**config.mk**
```make
export PLATFORM = sky130hd
export DESIGN_NAME = rom_loader_ctrl_flat
export DESIGN_NICKNAME = d
export VERILOG_FILES = /design/src/rtl/rom_loader_ctrl_pkg.sv /design/src/rtl/rom_loader_ctrl_if.sv /design/src/rtl/rom_loader_ctrl_halt_detector.sv /design/src/rtl/rom_loader_ctrl.sv /design/src/flat_wrapper.sv
export SDC_FILE = /design/constraint.sdc
export NUM_CORES = 1
export LEC_CHECK = 0
export CAP_MARGIN = 10
export CORE_MARGIN = 2
export CORE_UTILIZATION = 30
export DETAILED_ROUTE_END_ITERATION = 7
export REMOVE_ABC_BUFFERS = 1
export SYNTH_ARGS = -nofsm -noshare
export SYNTH_HDL_FRONTEND = slang
export SYNTH_SLANG_ARGS = --single-unit
```
**constraint.sdc**
```tcl
create_clock -name clock -period 3.8 [get_ports clock]
set_clock_uncertainty 0.1 [all_clocks]
set_input_delay 0.38 -clock clock [delete_from_list [all_inputs] [get_ports clock]]
set_output_delay 0.38 -clock clock [all_outputs]
set_load 0.02 [all_outputs]
```
**src/rtl/rom_loader_ctrl_pkg.sv**
```systemverilog
// rtl/rom_loader_ctrl_pkg.sv - shared constants for the Hack run controller
package rom_loader_ctrl_pkg;

    localparam int HACK_ROM_ADDR_W  = 15;
    localparam int HALT_WIN_DEFAULT = 4;

    localparam logic [1:0] ST_IDLE   = 2'd0;
    localparam logic [1:0] ST_LOAD   = 2'd1;
    localparam logic [1:0] ST_RUN    = 2'd2;
    localparam logic [1:0] ST_HALTED = 2'd3;

endpackage

```
**src/rtl/rom_loader_ctrl_if.sv**
```systemverilog
// rtl/rom_loader_ctrl_if.sv - program word stream from the host front end
interface rom_loader_ctrl_if;

    logic        s_valid;
    logic [15:0] s_data;
    logic        s_ready;

    modport master (output s_valid, output s_data, input s_ready);
    modport slave  (input s_valid, input s_data, output s_ready);

endinterface

```
**src/rtl/rom_loader_ctrl_halt_detector.sv**
```systemverilog
// rtl/rom_loader_ctrl_halt_detector.sv - flags the Hack halt loop (pc repeating with period 1 or 2)
module rom_loader_ctrl_halt_detector #(
    parameter int HALT_WIN = 4
) (
    input  logic        clock,
    input  logic        reset,
    input  logic        clear,
    input  logic        enable,
    input  logic [15:0] cpu_pc,
    output logic        halt_hit
);

    logic [15:0] pc_d1_q, pc_d2_q;
    logic [1:0]  hist_q;
    logic [3:0]  match_cnt_q;
    logic        match;

    // Comparing against pc two cycles back catches both 1- and 2-instruction loops.
    assign match    = (hist_q == 2'd2) && (cpu_pc == pc_d2_q);
    assign halt_hit = enable && match && (({1'b0, match_cnt_q} + 5'd1) >= 5'(HALT_WIN));

    always_ff @(posedge clock) begin
        if (reset || clear) begin
            pc_d1_q     <= '0;
            pc_d2_q     <= '0;
            hist_q      <= '0;
            match_cnt_q <= '0;
        end else if (enable) begin
            pc_d1_q <= cpu_pc;
            pc_d2_q <= pc_d1_q;
            if (hist_q != 2'd2) begin
                hist_q <= hist_q + 2'd1;
            end
            if (!match) begin
                match_cnt_q <= '0;
            end else if (match_cnt_q != 4'hF) begin
                match_cnt_q <= match_cnt_q + 4'd1;
            end
        end
    end

endmodule

```
**src/rtl/rom_loader_ctrl.sv**
```systemverilog
// rtl/rom_loader_ctrl.sv - loads Hack ROM from a stream under CPU reset, then runs and watches for halt
module rom_loader_ctrl
    import rom_loader_ctrl_pkg::*;
#(
    parameter int ADDR_W   = HACK_ROM_ADDR_W,
    parameter int LEN_W    = 16,
    parameter int HALT_WIN = HALT_WIN_DEFAULT
) (
    input  logic                clock,
    input  logic                reset,
    input  logic                start_load,
    input  logic [LEN_W-1:0]    load_len,
    rom_loader_ctrl_if.slave    s,
    output logic                rom_we,
    output logic [ADDR_W-1:0]   rom_addr,
    output logic [15:0]         rom_wdata,
    output logic                cpu_reset,
    input  logic [15:0]         cpu_pc,
    output logic                loading,
    output logic                running,
    output logic                halted,
    output logic [31:0]         cycle_count
);

    localparam logic [LEN_W-1:0]  LEN_MAX  = LEN_W'(1) << ADDR_W;
    localparam logic [ADDR_W:0]   WCNT_ONE = (ADDR_W + 1)'(1);

    logic [1:0]      state_q, state_d;
    logic [ADDR_W:0] len_q, len_d, len_clamp;
    logic [ADDR_W:0] wcnt_q, wcnt_d;
    logic [31:0]     cyc_q, cyc_d;
    logic            cpu_reset_q, cpu_reset_d;
    logic            xfer, halt_hit;

    assign len_clamp = (load_len > LEN_MAX) ? LEN_MAX[ADDR_W:0] : load_len[ADDR_W:0];

    // Gated by reset so a word presented during a synchronous reset is never written.
    assign s.s_ready = (state_q == ST_LOAD) && !reset;
    assign xfer      = s.s_valid && s.s_ready;
    assign rom_we    = xfer;
    assign rom_addr  = wcnt_q[ADDR_W-1:0];
    assign rom_wdata = xfer ? s.s_data : 16'h0000;

    assign loading     = (state_q == ST_LOAD);
    assign running     = (state_q == ST_RUN);
    assign halted      = (state_q == ST_HALTED);
    assign cpu_reset   = cpu_reset_q;
    assign cycle_count = cyc_q;

    always_comb begin
        state_d = state_q;
        len_d   = len_q;
        wcnt_d  = wcnt_q;
        cyc_d   = cyc_q;
        if (start_load) begin
            len_d   = len_clamp;
            wcnt_d  = '0;
            cyc_d   = '0;
            state_d = (len_clamp == '0) ? ST_RUN : ST_LOAD;
        end else begin
            case (state_q)
                ST_LOAD: begin
                    if (xfer) begin
                        wcnt_d = wcnt_q + WCNT_ONE;
                        if ((wcnt_q + WCNT_ONE) == len_q) begin
                            state_d = ST_RUN;
                        end
                    end
                end
                ST_RUN: begin
                    if (cyc_q != 32'hFFFF_FFFF) begin
                        cyc_d = cyc_q + 32'd1;
                    end
                    if (halt_hit) begin
                        state_d = ST_HALTED;
                    end
                end
                default: ;
            endcase
        end
        cpu_reset_d = (state_d == ST_IDLE) || (state_d == ST_LOAD);
    end

    always_ff @(posedge clock) begin
        if (reset) begin
            state_q     <= ST_IDLE;
            len_q       <= '0;
            wcnt_q      <= '0;
            cyc_q       <= '0;
            cpu_reset_q <= 1'b1;
        end else begin
            state_q     <= state_d;
            len_q       <= len_d;
            wcnt_q      <= wcnt_d;
            cyc_q       <= cyc_d;
            cpu_reset_q <= cpu_reset_d;
        end
    end

    // History is wiped outside RUN and on any restart, so every entry to RUN starts clean.
    rom_loader_ctrl_halt_detector #(
        .HALT_WIN (HALT_WIN)
    ) u_halt_detector (
        .clock    (clock),
        .reset    (reset),
        .clear    (start_load || (state_q != ST_RUN)),
        .enable   ((state_q == ST_RUN) && !start_load),
        .cpu_pc   (cpu_pc),
        .halt_hit (halt_hit)
    );

endmodule

```
**src/flat_wrapper.sv**
```systemverilog
// flat-port wrapper written by rule: the top's interface ports become plain ports
module rom_loader_ctrl_flat import rom_loader_ctrl_pkg::*;
#(
    parameter int ADDR_W   = HACK_ROM_ADDR_W,
    parameter int LEN_W    = 16,
    parameter int HALT_WIN = HALT_WIN_DEFAULT
)
  (clock, reset, start_load, load_len, rom_we, rom_addr, rom_wdata, cpu_reset, cpu_pc, loading, running, halted, cycle_count, s_s_valid, s_s_data, s_s_ready);
  rom_loader_ctrl_if s_i ();
  input  logic clock;
  input  logic reset;
  input  logic start_load;
  input  logic [LEN_W-1:0] load_len;
  output logic rom_we;
  output logic [ADDR_W-1:0] rom_addr;
  output logic [15:0] rom_wdata;
  output logic cpu_reset;
  input  logic [15:0] cpu_pc;
  output logic loading;
  output logic running;
  output logic halted;
  output logic [31:0] cycle_count;
  input wire logic [$bits(s_i.s_valid)-1:0] s_s_valid;
  input wire logic [$bits(s_i.s_data)-1:0] s_s_data;
  output wire logic [$bits(s_i.s_ready)-1:0] s_s_ready;
  assign s_i.s_valid = s_s_valid;
  assign s_i.s_data = s_s_data;
  assign s_s_ready = s_i.s_ready;
  rom_loader_ctrl #(.ADDR_W(ADDR_W), .LEN_W(LEN_W), .HALT_WIN(HALT_WIN)) u_core (.clock(clock), .reset(reset), .start_load(start_load), .load_len(load_len), .s(s_i), .rom_we(rom_we), .rom_addr(rom_addr), .rom_wdata(rom_wdata), .cpu_reset(cpu_reset), .cpu_pc(cpu_pc), .loading(loading), .running(running), .halted(halted), .cycle_count(cycle_count));
endmodule
```
==> reports/qor.csv, run 1 <==
metric,value,unit
drt drc,0,
cell area after layout,6740,sq um
Reg area,2100,sq um
Sw Pwr,0.523,mW
synthesized cell area,5180,sq um
hold_sp,u_core.u_halt_detector.pc_d1_q[2],
Synth Warn #,0,
Power per Cell Area,325,nW/um^2
required time worst endpoint,3.32,ns
CP Launch Point,reset,
Die W,135,um
Routed Antenna Nets,0,
minimum clock period,3.12,ns
Yosys reg bits,105,
FF-to-FF Start,u_core.wcnt_q[2],
fraction of registers with async set/reset,0,
CP Buf/Inv Count,2,
crit path max-delay cell type,nor2b_1,
GRT Resource Usage Total,0.152,
average routed wire per standard cell,15.5,um
count of input and output buffers,120,
crit-path cells,"clkdlybuf4s50_1, nor2b_1, and3_1, clkdlybuf4s50_1",
Gate Count Post-Synth,595,
core outline area,17100,sq um
Mapped Avg Cell Area,8.71,sq um
total of max-cap violations,0,
routability cong.,0.951,
Final Hold Vio Count,0,
"area leader, netlist",dfxtp_1,
Worst Setup End Kind,primary output,
Resized cells post-CTS,0,
measured slew at the worst slew-check pin,0.880,ns
Detailed Routing Iterations Pass 1,5,
H-tree depth,3,
Final Slew Violations,0,
nets,744,
die area,18300,sq um
Top delay family on crit path,buffers and inverters,
CTS tree,yes,
Post-synth EDFFs,0,
Via Count,4616,
CTS Sinks,105,
most area-consuming cells after synthesis,"dfxtp_1, and3_1, xnor2_1",
Syn-to-layout area delta,30.1,%
crit start category,input pin,
sw frac,0.239,
static leakage,2.53,nW
clock share of power,0.417,
RSZ-0062 raised after global routing,false,
DR iter-0 viols,352,
vias in the first global route,4412,
area occupied by multi-input gates,2790,sq um
antenna violations before repair,0,
library cells used by synthesis,58,
achievable frequency,321,MHz
GR Overflow Total,0,
final WL,14200,um
Vias/cell,5.06,
post-synth top area share,0.406,
Final HPWL DP,10300,um
CTS Buffer Depth,2,
Placed Area,6450,sq um
setup TNS,0,ns
"leading cell type in the layout, fill and taps excluded",clkdlybuf4s50_1,
Comb power frac,0.074,
layout cells sized above 1,0.0480,
status,finished clean,
critical path class,input pin to primary output,
TritonCTS Buffers,9,
most frequent cells in the layout,"clkdlybuf4s50_1, dfxtp_1, nor2_1",
hold bufs inserted after CTS,0,
Die H,135,um
worst hold path class,flip-flop to flip-flop,
Std-Cell Rows,48,
Pint,1.67,mW
non-filler instance count after layout,913,
Worst-path clk slew,0.07,ns
postcts setup bufs,0,
WP data arrival,2.64,ns
DP Cell Count,897,
Max-slew headroom,0.412,
sequential share of the synthesized area,0.406,
Clock Tree Root,clkbuf_16,
starting density of the core,0.303,
Worst path max stage delay,0.78,ns
"Primary FF master, synth",dfxtp_1,
IO Pins,121,
Reg power frac,0.510,
ANT cells,0,
first-pass GRT wire length,22200,um
Max IR drop VDD,229,uV
clk_lat worst skew,0.35,ns
Final setup viols,0,
Critical Path Fanout Max,18,
largest net degree at the start of global routing,47,
final worst-path cycle share,0.820,
filler instances,1694,
cell mode on critical path,clkdlybuf4s50_1,
[flip-flops by register name, indices dropped and copies added, names as in the netlist]
| signal | cells |
|---|---|
| u_core.cpu_reset | 1 |
| u_core.len_q | 16 |
| u_core.wcnt_q | 16 |
| u_core.cycle_count | 32 |
| u_core.u_halt_detector.pc_d2_q | 16 |
| u_core.u_halt_detector.pc_d1_q | 16 |
| u_core.state_q | 2 |
| u_core.u_halt_detector.hist_q | 2 |
| u_core.u_halt_detector.match_cnt_q | 4 |
[cells by family after synthesis]
kind of cell,synth area share
xor+xnor,0.123
mux,0.00193
fa+ha+maj,0.0217
compound gates,0.0954
buf+inv,0.0577
flops,0.406
simple gates,0.294
[synth_stat cells (15+ instances only)]
library cell and count:
nor3_1 17, nand4_1 19, nor4_1 17, xnor2_1 38, nand3_1 26, nand2_1 35, a21oi_1 20, nor2_1 59
and3_1 57, buf_4 15, clkbuf_1 21, xor2_1 35, dfxtp_1 105
[per-stage QoR]
step	setup WS [ns]	hold slack [ns]	util	power (mW)
final	0.683	0.351	0.394	2.19
after global routing	0.544	0.375	0.394	2.27
after CTS	0.690	0.352	0.394	2.22
after detailed placement	0.717	0.334	0.377	1.30
after global placement	0.821	0.332	0.377	1.30
after floorplan	1.16	0.329	-	1.20
[final cells by class]
class / instances / share of cell area
multi-input combinational: 430 / 0.414
sequential: 105 / 0.312
timing repair buffer: 124 / 0.183
tap: 225 / 0.0418
clock buffer: 10 / 0.0354
clock inverter: 6 / 0.00742
inverter: 13 / 0.00724
[power groups by stage]
stage               registers [mW]  logic (mW)  clock network (mW)
floorplan                     1.14      0.0625                   0
global placement              1.14       0.159                   0
detailed placement            1.14       0.162                   0
CTS                           1.12       0.163               0.941
global route                  1.12       0.173               0.981
finish                        1.12       0.161               0.912
[layer usage]
metal  up-vias  track usage  part of all wire
li1       2278            -                 -
met1      2152        0.196              0.45
met2       158        0.245              0.46
met3        28       0.0393             0.063
met4         0       0.0550             0.022
met5         -            0                 0
[path summary, 6_finish.rpt]
| path | endpoint | slack [ns] | depth (start not counted) |
|---|---|---|---|
| setup / recovery | rom_wdata[12] | 0.68 | 4 |
| hold / removal | u_core.u_halt_detector.pc_d2_q[2] | 0.35 | 1 |
| setup reg to reg | u_core.state_q[0] | 1.08 | 6 |
| hold reg to reg | u_core.u_halt_detector.pc_d2_q[2] | 0.35 | 1 |
Power figures use the tool's default switching activity.
==> run 2: changes to the inputs <==
==> constraint.sdc (replaced) <==
create_clock -name clock -period 3.04 [get_ports clock]
set_clock_uncertainty 0.1 [all_clocks]
set_input_delay 0.304 -clock clock [delete_from_list [all_inputs] [get_ports clock]]
set_output_delay 0.304 -clock clock [all_outputs]
set_load 0.02 [all_outputs]
==> run 2 against run 1 <==
  * Design area is 1.3% higher
  * First-iteration DRC count is 10% lower
  * Combinational power is 29% higher
  * Sequential cell count stayed put
  * Sequential power is 24% higher
  * Wire length is 2.2% lower
  * Worst hold slack better by 0.00083 ns
  * Via count is 0.52% higher
  * Die area stayed put
  * Non-clock buffer count is 8 higher
  * Global-route usage is 0.15 points lower
  * Register-to-register slack worse by 0.53 ns
  * Highest routed layer unchanged
==> reports/qor.csv, run 2 (synthesis gave the netlist of run 1 again) <==
metric,value,unit,change
Final setup viols,0,,unchanged
CP Launch Point,u_core.state_q[1],,was reset
worst setup path endpoint,rom_we,,was rom_wdata[12]
IO Pins,121,,unchanged
DP Worst Slack,0.467,ns,was 0.717 ns
status,finished clean,,unchanged
"leading cell type in the layout, fill and taps excluded",clkdlybuf4s50_1,,unchanged
Vias/cell,5.04,,was 5.06
hold_ws,0.352,ns,was 0.351 ns
Routed Antenna Nets,0,,unchanged
Setup WS post-layout,0.484,ns,was 0.683 ns
CTS tree,yes,,unchanged
Worst R2R Setup Slack,0.55,ns,was 1.08 ns
die area,18300,sq um,unchanged
required time worst endpoint,2.64,ns,was 3.32 ns
antenna violations before repair,0,,unchanged
core outline area,17100,sq um,unchanged
CTS Buffer Depth,2,,unchanged
crit start category,flip-flop,,was input pin
crit-path cells,"inv_1, ha_1, nand3b_1, buf_4, inv_1, clkdlybuf4s50_1",,"was clkdlybuf4s50_1, nor2b_1, and3_1, clkdlybuf4s50_1"
ANT cells,0,,unchanged
FF-to-FF Start,u_core.wcnt_q[0],,was u_core.wcnt_q[2]
drt drc,0,,unchanged
measured slew at the worst slew-check pin,0.625,ns,was 0.880 ns
GRT Resource Usage Total,0.150,,was 0.152
WP data arrival,2.15,ns,was 2.64 ns
worst hold path class,flip-flop to flip-flop,,unchanged
CTS Sinks,105,,unchanged
Final HPWL DP,10200,um,was 10300 um
Std-Cell Rows,48,,unchanged
Clock Tree Root,clkbuf_16,,unchanged
routability cong.,0.963,,was 0.951
starting density of the core,0.303,,unchanged
hold bufs inserted after CTS,0,,unchanged
Resized cells post-CTS,0,,unchanged
H-tree depth,3,,unchanged
average routed wire per standard cell,15.1,um,was 15.5 um
crit path max-delay cell type,clkdlybuf4s50_1,,was nor2b_1
DR iter-0 viols,316,,was 352
Worst path max stage delay,0.65,ns,was 0.78 ns
vias in the first global route,4413,,was 4412
final WL,13900,um,was 14200 um
Final Slew Violations,0,,unchanged
critical path class,flip-flop to primary output,,was input pin to primary output
largest net degree at the start of global routing,48,,was 47
TritonCTS Buffers,9,,unchanged
hold_sp,u_core.u_halt_detector.pc_d1_q[2],,unchanged
most frequent cells in the layout,"clkdlybuf4s50_1, dfxtp_1, nor2_1",,unchanged
max reg flops,32,,unchanged
Via Count,4640,,was 4616
Final Hold Vio Count,0,,unchanged
nets,752,,was 744
count of input and output buffers,120,,unchanged
achievable frequency,391,MHz,
layout cells sized above 1,0.0575,,was 0.0480
RSZ-0062 raised after global routing,false,,unchanged
clk_lat worst skew,0.35,ns,about the same
Critical Path Fanout Max,10,,was 18
postcts setup bufs,0,,unchanged
GR Overflow Total,0,,unchanged
reg2reg path depth,7,,was 6
first-pass GRT wire length,21900,um,was 22200 um
Die W,135,um,unchanged
cell mode on critical path,inv_1,,was clkdlybuf4s50_1
Max IR drop VDD,267,uV,was 229 uV
setup TNS,0,ns,unchanged
minimum clock period,2.56,ns,
Detailed Routing Iterations Pass 1,4,,was 5
Die H,135,um,unchanged
Syn-to-layout area delta,31.7,%,was 30.1%
reg-to-reg endpoint,u_core.cpu_reset,,was u_core.state_q[0]
Worst-path clk slew,0.07,ns,about the same
Layout Utilization,0.399,,was 0.394
Worst Setup End Kind,primary output,,unchanged
static leakage,2.58,nW,was 2.53 nW
final worst-path cycle share,0.841,,
total of max-cap violations,0,,unchanged
Power per Cell Area,414,nW/um^2,was 325 nW/um^2
Max-slew headroom,0.580,,was 0.412
[run 2: layer usage]
layer  vias up  wire (um)  track usage
met2       130       6460        0.241
met5         -          0            0
met4         0        308       0.0532
met1      2193       6210        0.191
met3        24        900       0.0464
li1       2293          -            -
[run 2: how the worst min path moves through the flow]
stage,to,cells after the start,slack [ns]
after global placement,u_core.u_halt_detector.pc_d2_q[2],1,0.33
after global routing,u_core.u_halt_detector.pc_d2_q[6],1,0.37
after floorplan,u_core.len_q[14],1,0.27
after detailed placement,u_core.u_halt_detector.pc_d2_q[2],1,0.34
final,u_core.u_halt_detector.pc_d2_q[2],1,0.35
after CTS,u_core.u_halt_detector.pc_d2_q[2],1,0.35
[run 2: critical path: cells and delay by family (launching register included)]
family / cells / cell delay (ns)
adders and majority gates: 1 / 0.23
buffers and inverters: 4 / 1.13
DFF: 1 / 0.34
and+or+nand+nor: 1 / 0.10
[run 2: layout make-up]
class | count | area, sq um
Clock buffer | 10 | 229
Fill cell | 1742 | 10300
Sequential cell | 105 | 2100
Inverter | 13 | 48.8
Multi-Input combinational cell | 430 | 2790
Timing Repair Buffer | 132 | 1290
Tap cell | 225 | 282
Clock inverter | 6 | 86.3
[run 2: power by group]
group | switching [mW] | internal (mW) | leakage (nW)
sequential | 0.00983 | 1.38 | 0.848
combinational | 0.0940 | 0.113 | 1.58
clock | 0.560 | 0.662 | 0.154
[run 2: metrics by stage]
step,power (mW),area (sq um),std cells
final,2.82,6830,921
after CTS,2.88,6830,921
after floorplan,1.50,4930,548
after detailed placement,1.63,6510,905
after global routing,2.94,6830,921
after global placement,1.63,6510,905
==> run 3: changes to the inputs <==
==> constraint.sdc (replaced) <==
create_clock -name clock -period 2.2 [get_ports clock]
set_clock_uncertainty 0.1 [all_clocks]
set_input_delay 0.22 -clock clock [delete_from_list [all_inputs] [get_ports clock]]
set_output_delay 0.22 -clock clock [all_outputs]
set_load 0.02 [all_outputs]
==> run 3 against run 2 <==
  * Global-route usage grew 1.2 points
  * Sequential power grew 38%
  * Clock power rose by 36%
  * Sequential share of layout area down 2.2 points
  * First-iteration DRC count decreased by 27%
  * Die area unchanged
  * Register-to-register slack got worse by 0.51 ns
  * Power up 38%
  * Design area up 8.7%
  * Sequential cell count stayed put
  * Worst setup slack got worse by 0.44 ns
  * Critical path depth unchanged
==> reports/qor.csv, run 3 (synthesis gave the netlist of run 1 again) <==
metric,value,unit,change
CTS Sinks,105,,unchanged
CTS tree,yes,,unchanged
Worst R2R Setup Slack,0.04,ns,was 0.55 ns
clk_lat worst skew,0.36,ns,was 0.35 ns
filler instances,1681,,was 1742
setup TNS,0,ns,unchanged
average routed wire per standard cell,15.5,um,was 15.1 um
routability cong.,0.883,,was 0.963
IO Pins,121,,unchanged
critical path class,flip-flop to flip-flop,,was flip-flop to primary output
Via Count,4891,,was 4640
first-pass GRT wire length,23700,um,was 21900 um
CTS Buffer Depth,2,,unchanged
GRT Resource Usage Total,0.163,,was 0.150
vias in the first global route,4862,,was 4413
Syn-to-layout area delta,43.2,%,was 31.7%
RSZ-0062 raised after global routing,true,,was false
M1 GR Usage,0.199,,was 0.191
total of max-cap violations,0,,unchanged
Routed Antenna Nets,0,,unchanged
Final setup viols,0,,unchanged
worst hold path class,flip-flop to flip-flop,,unchanged
minimum clock period,2.16,ns,
starting density of the core,0.303,,unchanged
achievable frequency,463,MHz,
final worst-path cycle share,0.982,,
core outline area,17100,sq um,unchanged
die area,18300,sq um,unchanged
ANT cells,0,,unchanged
Hold Path Sink,u_core.u_halt_detector.pc_d2_q[3],,was u_core.u_halt_detector.pc_d2_q[2]
required time worst endpoint,2.34,ns,was 2.64 ns
Vias/cell,4.97,,was 5.04
Max-slew headroom,0.732,,was 0.580
Layout Utilization,0.434,,was 0.399
TritonCTS Buffers,9,,unchanged
measured slew at the worst slew-check pin,0.400,ns,was 0.625 ns
"leading cell type in the layout, fill and taps excluded",clkdlybuf4s50_1,,unchanged
nets,815,,was 752
Final Hold Vio Count,0,,unchanged
crit start category,flip-flop,,unchanged
DR iter-0 viols,232,,was 316
Worst Setup End Kind,flip-flop,,was primary output
Hold Path Stages,1,,unchanged
Die H,135,um,unchanged
Final HPWL DP,11100,um,was 10200 um
Max IR drop VDD,342,uV,was 267 uV
count of input and output buffers,120,,unchanged
FF-to-FF Start,u_core.wcnt_q[7],,was u_core.wcnt_q[0]
largest net degree at the start of global routing,47,,was 48
Power per Cell Area,524,nW/um^2,was 414 nW/um^2
Reg area,2120,sq um,was 2100 sq um
most frequent cells in the layout,"clkdlybuf4s50_1, dfxtp_1, buf_4",,"was clkdlybuf4s50_1, dfxtp_1, nor2_1"
WP data arrival,2.30,ns,was 2.15 ns
Setup WS post-layout,0.0400,ns,was 0.484 ns
status,finished clean,,unchanged
Global Route met2 Usage,0.281,,was 0.241
PnR Total Power,3.89,mW,was 2.82 mW
drt drc,0,,unchanged
area occupied by multi-input gates,2960,sq um,was 2790 sq um
static leakage,2.95,nW,was 2.58 nW
Die W,135,um,unchanged
Worst-path clk slew,0.08,ns,was 0.07 ns
reg2reg path depth,6,,was 7
final WL,15200,um,was 13900 um
M3 GR Usage,0.0456,,was 0.0464
H-tree depth,3,,unchanged
gr busiest metal,met2,,unchanged
reg-to-reg endpoint,u_core.state_q[0],,was u_core.cpu_reset
Final Slew Violations,0,,unchanged
GR Overflow Total,0,,unchanged
Critical Path Fanout Max,5,,was 10
hold_sp,u_core.u_halt_detector.pc_d1_q[3],,was u_core.u_halt_detector.pc_d1_q[2]
Detailed Routing Iterations Pass 1,4,,unchanged
layout cells sized above 1,0.203,,was 0.0575
DP Worst Slack,-0.164,ns,was 0.467 ns
max reg flops,32,,unchanged
antenna violations before repair,0,,unchanged
Std-Cell Rows,48,,unchanged
Clock Tree Root,clkbuf_16,,unchanged
[run 3: area by class of cell]
| cell class | instances | share of cell area |
|---|---|---|
| clock buffer | 10 | 0.0322 |
| clock inverter | 6 | 0.00927 |
| inverter | 13 | 0.00657 |
| multi-input combinational | 430 | 0.399 |
| sequential | 105 | 0.286 |
| tap | 225 | 0.0379 |
| timing repair buffer | 195 | 0.229 |
[run 3: per-stage QoR]
step                      instance area [sq um]  hold slack, ns  std cells
after floorplan                            4930           0.189        548
after detailed placement                   6980           0.341        966
final                                      7420           0.357        984
after global placement                     6980           0.332        966
after CTS                                  7310           0.356        982
after global routing                       7420           0.364        984
[run 3: worst max-delay path, stage by stage (launching register included)]
cell,delay (ns)
dfxtp_2,0.40
nand4_4,0.10
or4_1,0.50
or3_1,0.37
a32oi_2,0.20
o2111a_2,0.28
o32ai_1,0.09
[run 3: worst max path at each step]
| stage | start | to | slack [ns] |
|---|---|---|---|
| 2_1_floorplan | u_core.state_q[0] | u_core.cycle_count[16] | -0.44 |
| 4_1_cts | u_core.state_q[1] | rom_wdata[5] | 0.007 |
| 3_3_place_gp | load_len[11] | u_core.cpu_reset | -0.14 |
| 5_1_grt | u_core.wcnt_q[1] | u_core.state_q[0] | -0.03 |
| 6_report | u_core.wcnt_q[7] | u_core.state_q[0] | 0.04 |
| 3_5_place_dp | load_len[11] | u_core.cpu_reset | -0.16 |
[run 3: timing repair]
item | in CTS | in global routing
resized for setup | 31 | 65
buffers inserted | 0 | 2
hold buffers | 0 | 0
pin swaps | 1 | 14
endpoints found under the setup margin | 22 | 33
[run 3: metal layers]
metal | vias up | part of all wire
li1 | 2418 | -
met2 | 123 | 0.49
met3 | 20 | 0.061
met4 | 0 | 0.015
met1 | 2330 | 0.44
met5 | - | 0
[run 3: power by group]
part	total, mW	internal, mW	switching [mW]
clock network	1.66	0.842	0.818
registers	1.92	1.91	0.0134
logic	0.310	0.168	0.142
total	3.89	2.92	0.974
